## config.mk

```make
export PLATFORM = sky130hd
export DESIGN_NAME = coin_pulse_scheduler
export DESIGN_NICKNAME = d
export VERILOG_FILES = /design/src/rtl/coin_pulse_scheduler.sv
export SDC_FILE = /design/constraint.sdc
export NUM_CORES = 1
export LEC_CHECK = 0
export ABC_AREA = 1
export CORE_ASPECT_RATIO = 0.75
export CORE_MARGIN = 5
export CORE_UTILIZATION = 25
export DETAILED_ROUTE_END_ITERATION = 8
export PLACE_DENSITY_LB_ADDON = 0.15
export SLEW_MARGIN = 20
export SYNTH_ARGS = -nofsm -noshare
export SYNTH_HDL_FRONTEND = slang
export SYNTH_SLANG_ARGS = --single-unit
```

## constraint.sdc

```tcl
create_clock -name clk -period 2.4 [get_ports clk]
set_input_delay 0.72 -clock clk [delete_from_list [all_inputs] [get_ports clk]]
set_output_delay 0.72 -clock clk [all_outputs]
set_load 0.02 [all_outputs]
```

## src/rtl/coin_pulse_scheduler.sv

```systemverilog
// Coin-edge capture, per-denomination queueing and round-robin pulse issue.
// Optional post-dispense lockout: define COIN_DISPENSE_HOLD_EN.
module coin_pulse_scheduler #(
    parameter int PEND_MAX    = 3,
    parameter int GAP         = 2,
    parameter int HOLD_CYCLES = 4
) (
    input  logic       clk,
    input  logic       reset,
    input  logic       coin1_in,
    input  logic       coin2_in,
    input  logic       coin5_in,
    input  logic       dispense,
    output logic       one_rupee,
    output logic       two_rupees,
    output logic       five_rupees,
    output logic       coin_reject,
    output logic [4:0] pending_total,
    output logic       busy
);

    localparam int CW = $clog2(PEND_MAX + 1);
    localparam logic [CW-1:0] PMAX   = CW'(PEND_MAX);
    localparam logic [CW-1:0] C_ONE  = CW'(1);
    localparam logic [3:0]    GAP_L  = 4'(GAP);
    localparam logic [3:0]    HOLD_L = 4'(HOLD_CYCLES);

    typedef enum logic [1:0] {
        S_IDLE,
        S_ISSUE,
        S_GAP,
        S_HOLD
    } state_e;

    state_e        state_q, state_d;
    logic [2:0]    prev_q;
    logic [2:0]    coin_v;
    logic [2:0]    edge_w;
    logic [CW-1:0] cnt_q [3];
    logic [CW-1:0] cnt_d [3];
    logic [2:0]    nz;
    logic [1:0]    ptr_q, ptr_d;
    logic [3:0]    tmr_q, tmr_d;
    logic [2:0]    grant;
    logic [1:0]    gidx;
    logic [2:0]    issue;
    logic [2:0]    rej;
    logic          hold_req;
    logic          hold_disp;

    logic [2:0]    pulse_q;
    logic          reject_q;
    logic [4:0]    total_q, total_d;
    logic          busy_q, busy_d;

    assign coin_v = {coin5_in, coin2_in, coin1_in};
    assign edge_w = coin_v & ~prev_q;

`ifdef COIN_DISPENSE_HOLD_EN
    logic hold_q, hold_d;

    // Request latched from dispense; consumed on entry to HOLD
    always_comb begin
        hold_d = hold_q;
        if (dispense && state_q != S_HOLD) hold_d = 1'b1;
        if (state_d == S_HOLD) hold_d = 1'b0;
    end

    always_ff @(posedge clk or posedge reset) begin
        if (reset) hold_q <= 1'b0;
        else       hold_q <= hold_d;
    end

    assign hold_req  = hold_q;
    assign hold_disp = dispense;
`else
    logic unused_dispense;
    assign unused_dispense = dispense;
    assign hold_req        = 1'b0;
    assign hold_disp       = 1'b0;
`endif

    always_comb begin
        for (int i = 0; i < 3; i++) nz[i] = (cnt_q[i] != '0);
    end

    // Search starts just after the last granted denomination
    always_comb begin
        grant = 3'b000;
        unique case (ptr_q)
            2'd0: begin
                if (nz[1])      grant = 3'b010;
                else if (nz[2]) grant = 3'b100;
                else if (nz[0]) grant = 3'b001;
            end
            2'd1: begin
                if (nz[2])      grant = 3'b100;
                else if (nz[0]) grant = 3'b001;
                else if (nz[1]) grant = 3'b010;
            end
            default: begin
                if (nz[0])      grant = 3'b001;
                else if (nz[1]) grant = 3'b010;
                else if (nz[2]) grant = 3'b100;
            end
        endcase
    end

    always_comb begin
        gidx = 2'd0;
        if (grant[1])      gidx = 2'd1;
        else if (grant[2]) gidx = 2'd2;
    end

    always_comb begin
        state_d = state_q;
        tmr_d   = tmr_q;
        ptr_d   = ptr_q;
        issue   = 3'b000;
        unique case (state_q)
            S_IDLE: begin
                if (hold_req) begin
                    state_d = S_HOLD;
                    tmr_d   = HOLD_L;
                end else if (|grant) begin
                    state_d = S_ISSUE;
                    issue   = grant;
                    ptr_d   = gidx;
                end
            end
            S_ISSUE: begin
                if (hold_req) begin
                    state_d = S_HOLD;
                    tmr_d   = HOLD_L;
                end else begin
                    state_d = S_GAP;
                    tmr_d   = GAP_L;
                end
            end
            S_GAP: begin
                if (hold_req) begin
                    state_d = S_HOLD;
                    tmr_d   = HOLD_L;
                end else if (tmr_q <= 4'd1) begin
                    state_d = S_IDLE;
                end else begin
                    tmr_d = tmr_q - 4'd1;
                end
            end
            S_HOLD: begin
                if (hold_disp) begin
                    tmr_d = HOLD_L;
                end else if (tmr_q <= 4'd1) begin
                    state_d = S_IDLE;
                end else begin
                    tmr_d = tmr_q - 4'd1;
                end
            end
        endcase
    end

    // Edge and issue together cancel; an edge on a full counter is rejected
    always_comb begin
        for (int i = 0; i < 3; i++) begin
            cnt_d[i] = cnt_q[i];
            rej[i]   = 1'b0;
            if (edge_w[i] && !issue[i]) begin
                if (cnt_q[i] == PMAX) rej[i] = 1'b1;
                else                  cnt_d[i] = cnt_q[i] + C_ONE;
            end else if (!edge_w[i] && issue[i]) begin
                cnt_d[i] = cnt_q[i] - C_ONE;
            end
        end
    end

    always_comb begin
        total_d = 5'(cnt_d[0]) + 5'(cnt_d[1]) + 5'(cnt_d[2]);
        busy_d  = (state_d != S_IDLE) || (total_d != 5'd0);
    end

    always_ff @(posedge clk or posedge reset) begin
        if (reset) begin
            state_q  <= S_IDLE;
            prev_q   <= 3'b111;
            ptr_q    <= 2'd2;
            tmr_q    <= 4'd0;
            pulse_q  <= 3'b000;
            reject_q <= 1'b0;
            total_q  <= 5'd0;
            busy_q   <= 1'b0;
            for (int i = 0; i < 3; i++) cnt_q[i] <= '0;
        end else begin
            state_q  <= state_d;
            prev_q   <= coin_v;
            ptr_q    <= ptr_d;
            tmr_q    <= tmr_d;
            pulse_q  <= issue;
            reject_q <= |rej;
            total_q  <= total_d;
            busy_q   <= busy_d;
            for (int i = 0; i < 3; i++) cnt_q[i] <= cnt_d[i];
        end
    end

    assign one_rupee     = pulse_q[0];
    assign two_rupees    = pulse_q[1];
    assign five_rupees   = pulse_q[2];
    assign coin_reject   = reject_q;
    assign pending_total = total_q;
    assign busy          = busy_q;

endmodule

```

* After elaboration in Yosys (flattened, before gate mapping)
Index checks and enable logic that the tools add are counted.
Cells by class: bitwise operators 3, eq/ne operators 8, add/subtract/negate cells 9, multiplexer cells 34, reduce and logical (&&, ||, !) cells 25, magnitude comparators 1
Operators with widths (number):
- 2-bit 2-to-1 mux | 15
- 3-bit 2-to-1 mux | 8
- 2-bit == test, second input constant | 5
- 4-bit one-hot mux with 2 select lines | 1
- 2-bit nonzero test | 4
- 1-bit 2-to-1 mux | 7
- 2-bit by 1-bit adder with 2-bit output, second input constant | 3
- 1-bit logical AND | 6
- 1-bit logical NOT | 6
- 2-bit one-hot mux with 3 select lines | 1
- 3-bit one-hot mux with 2 select lines | 1
- 3-bit OR reduction | 2
- 2-bit by 1-bit subtractor with 2-bit output, second input constant | 3
- 5-bit nonzero test | 1
- 3-bit by 2-bit adder with 4-bit output | 1
- 2-bit by 1-bit == test with 1-bit output, second input constant | 2
- 4-bit by 1-bit less-or-equal comparator with 1-bit output, second input constant | 1
- 2-bit logical NOT | 2
- 4-bit 2-to-1 mux | 1
- 2-bit AND reduction | 2
- 4-bit by 1-bit subtractor with 4-bit output, second input constant | 1
- 2-bit by 2-bit adder with 3-bit output | 1
- 3-bit bitwise AND | 1
- 3-bit inverter | 1
- 4 further kinds | 4
Storage, ports and cells: register bits after elaboration 26, bits of input ports 6, logic and storage cells 91, output and inout port bits 10

* Depth between registers and ports, before layout
Gate-level depths: netlist of run 1.
word-level depth 15, gate-level depth with buffers 18, depth with buffers taken out 18

* Least setup slack after synthesis of run 1
Ideal clock, no wire load.
kind input to register, from input port coin2_in, to register busy_q, in the netlist busy, library setup time 0.125 ns, arrival 2.399 ns, path buffers 0, cell stages on the path 13, slack -0.124 ns, data required time 2.275 ns, cell sequence inv_1 > or2_2 > inv_1 > nand2_2 > nand2_1 > nor2_1 > nor2_1 > fa_1 > ha_1 > nor2_1 > nand2_1 > nor2_1 > nand3_1
RTL lines:
- from (decl) | line 11 | input logic coin2_in,
- to (signal assigned) | line 200 | busy_q <= busy_d;
- to (decl) | line 54 | logic busy_q, busy_d;

==> impl.org, run 1 <==
** Setup path
- STA puts the critical path data arrival time at 2.67 ns.
- The setup check on the worst reg-to-reg path leaves a slack of -0.09 ns.
- The endpoint identified for the worst register-to-register timing path is busy.
- Source of the worst register-to-register timing path :: cnt_q[5]
- Of all nets on the critical path, the largest fanout is 3.
- CP Capture Type :: flop
- At the worst endpoint, the required time is 2.57 ns.
- Category of the most critical setup path :: in -> reg
- FF-to-FF path depth :: 17
- Critical Path Start Type :: primary input

** Clocking
- Hold Buf Count CTS :: 0
- Cell chosen for the clock root :: clkbuf_8
- TritonCTS built the clock tree.
- CTS built an H-tree with a depth of 1.
- Max Buffers Root-to-Sink :: 2
- TritonCTS sink count :: 26
- After clock tree synthesis, the clock-pin slew on the worst setup and hold paths is 0.10 ns.
- For the worst-skew pair, the clock arrives at the later sink with an insertion delay of 0.28 ns.
- CTS buffer count :: 3

** Route
- For this run, the detailed router's first-pass iteration total came to 4.
- Antenna violation net count after detailed routing :: 0
- The final route contains 1247 vias.
- Sum of routed wire length over all layers :: 3590 um
- Number of DRC violations after detailed routing :: 0
- After detailed routing, the number of vias per cell comes to 4.116.
- After the first detailed-routing iteration, the DRC count stood at 30.
- In the final routed layout, each cell accounts on average for 11.85 um.

** Synthesis
- Post-synthesis instance area :: 1491 um^2
- In this run, synthesis produced a sequential element count of 26.
- After synthesis, the share of cell area in mux cells is 0%.
- Sequential cells were found to cover 43.96% of the synthesized design area.
- Compound-gate portion of the synthesized area :: 2.685%
- Post-synthesis simple-gate area fraction :: 27.35%
- Count of yosys warnings during synthesis :: 0
- Cells after Synth :: 164
- Number of flops mapped to enable cells by yosys :: 0
- Synthesized Nets :: 189
- Share of flip-flops with an asynchronous set or reset after synthesis :: 100.0%
- The synthesized netlist devotes 0% of its cell area to XOR and XNOR gates.
- Summing the areas of all fa, ha and maj instances in the mapped netlist gives 16.95% of the synthesized area.
- Main combinational cell family by area after synthesis :: simple AND/OR/NAND/NOR gates
- Average size of a mapped cell :: 9.094 um^2
- Post-synthesis cell type count :: 25
- In the synthesized netlist the dominant register cell turns out to be dfrtp_1.

** STA
- Post-layout worst setup margin :: -0.1021 ns
- Setup repair after global routing could not meet its margin everywhere.
- Highest clock rate :: 399.7 MHz
- Final period util :: 104.3%
- The count of final max-slew check failures was 0.
- The number of hold-slack violations in the final timing report is 0.
- Subtracting the final worst setup slack from the clock period gives 2.502 ns.
- Worst Hold Margin :: 0.5014 ns
- Layout Skew :: 0.004435 ns
- Final setup violation count :: 2

** Min path
- The path with the worst hold slack has its endpoint at tmr_q[2].
- Counting instances, the worst hold path has a depth of 1.
- The worst hold path begins at tmr_q[2].
- The min-delay analysis places its worst path in the category reg -> reg.

** Global routing
- Global routing used 9.421% of the available tracks across all layers.
- Number of global-route vias before repair :: 1215
- Global-route wire length before repair :: 5671 um
- Number of antenna violations at the first check in global routing :: 0
- Entering global routing, the biggest net connects 27 pins.
- GR Overflow Total :: 0

** Die
- Once the floorplan was initialized, standard cells occupied 25.73% of the core.
- Die Y-Extent :: 76.89 um
- The die covers 7626 um^2.
- In this run the standard cell core region covers 5796 um^2.
- Number of placement rows :: 24
- Measured along the x axis, the die boundary spans 99.19 um.
- 16 I/O pins were placed.

** Outcome
- Result of the run :: complete, but fails checks
- Violations in the final reports :: setup timing

** Place
- The congestion estimate from routability-driven global placement came to 0.7883.
- Cells after DPL :: 284
- Detailed placement ended at an HPWL of 2468 um.
- Number of port buffers :: 13

** Layout
- In the layout the commonest cells are 45 x buf_4, 22 x dfrtp_1, 19 x nand2_1, 19 x inv_1, 14 x inv_2.
- Area grow syn2layout :: 55.62%
- The finished layout holds 303 standard cells, fillers aside.
- Leaving out fill and tap cells, the most frequent cell in the layout is buf_4.
- Cells with a size suffix above 1 make up 47.56% of the layout.
- Final #Nets :: 251
- Antenna diode count :: 0

** Power
- The analysis attributes to cell leakage a power of 1.181 nW.
- VDD sags by at most 0.001034 V.
- Total power density per cell area :: 1596 nW/um^2

** Run
- The tool flagged a number of max-cap violations equal to 0.
## metal layers
layer,up-vias,global-route usage [%],routed length (um)
met3,4,3.264,144
li1,631,-,-
met4,0,2.183,27
met5,-,0,0
met2,18,14.81,1697
met1,594,12.43,1719
## where the power goes
part / total (mW) / switching (mW) / internal [mW]
combinational: 2.59 / 1.25 / 1.33
sequential: 0.740 / 0.101 / 0.639
clock: 0.376 / 0.152 / 0.224
total: 3.70 / 1.51 / 2.20
## worst max path at each step
stage	from	end	slack, ns
after CTS	cnt_q[4]	busy	-0.07
after global routing	cnt_q[5]	busy	-0.22
after global placement	coin2_in	busy	-0.70
after floorplan	coin2_in	busy	-0.02
after detailed placement	coin2_in	busy	-0.71
final	coin2_in	busy	-0.10
## registers in the layout, summed over array words and instances, names as in the netlist
| name | cells |
|---|---|
| cnt_q | 6 |
| pending_total | 4 |
| pulse_q | 3 |
| state_q | 2 |
| coin_reject | 1 |
| ptr_q | 2 |
| tmr_q | 4 |
| busy | 1 |
| prev_q | 3 |
## final cells by class
class                   count  area [um^2]
clock buffers               3        41.29
clock inverters             1        30.03
fillers                   561         3475
inverters                  33        123.9
multi-input cells         104        907.1
flip-flops and latches     26        655.6
well taps                  78        97.59
repair buffers             58        465.4
## logic make-up after synthesis
logic type               count (synthesis)
AO/OA/AOI/OAI                            8
adder cells (fa/ha/maj)                 19
buffers and inverters                   34
flip-flops                              26
other                                    1
AND/OR/NAND/NOR                         76
## repair_timing
item                                    in CTS  in global routing
pin swaps                                   11                 16
buffers inserted                             8                  7
gates resized for setup                     32                 22
endpoints found under the setup margin       4                  4
## critical path, stage by stage
cell             delay, ns
clkdlybuf4s15_1       0.18
inv_1                 0.04
or2_4                 0.24
nand4_1               0.13
inv_2                 0.07
nor2_4                0.12
nor2_4                0.06
fa_1                  0.58
ha_4                  0.23
nor2_4                0.08
nand2_2               0.06
nor2_1                0.09
nand3_1               0.08
## synthesized netlist by cell type, types with 3 or more instances
master | number | share of area [%]
ha_1 | 17 | 14
nand3_1 | 20 | 6.7
inv_2 | 3 | 0.75
dfstp_2 | 4 | 7.0
a21oi_1 | 4 | 1.3
dfrtp_1 | 22 | 37
nand2_1 | 25 | 6.3
o21ai_0 | 3 | 1.0
nand2_2 | 7 | 2.9
nand3b_1 | 3 | 1.5
inv_1 | 30 | 7.6
nor2_1 | 8 | 2.0
## stage by stage
stage          total power [mW]  utilization [%]  setup WS, ns  TNS (ns)  area (um^2)
4_1_cts                   3.272            37.48      -0.06844  -0.07479         2172
3_3_place_gp              2.545            33.55       -0.7023    -2.584         1944
3_5_place_dp              2.567            33.55       -0.7091    -2.658         1944
6_report                  3.703            40.05       -0.1021   -0.1283         2321
2_1_floorplan             1.728                -      -0.01860  -0.01860         1499
5_1_grt                   4.037            40.05       -0.2227   -0.4275         2321
Note: power is estimated with default switching activity, not from simulation.
==> run 2: changes to the inputs <==
Settings changed: GPL_ROUTABILITY_DRIVEN set to 1.
==> results of run 2 <==
Final layout, timing and power as in run 1 (identical DEF).
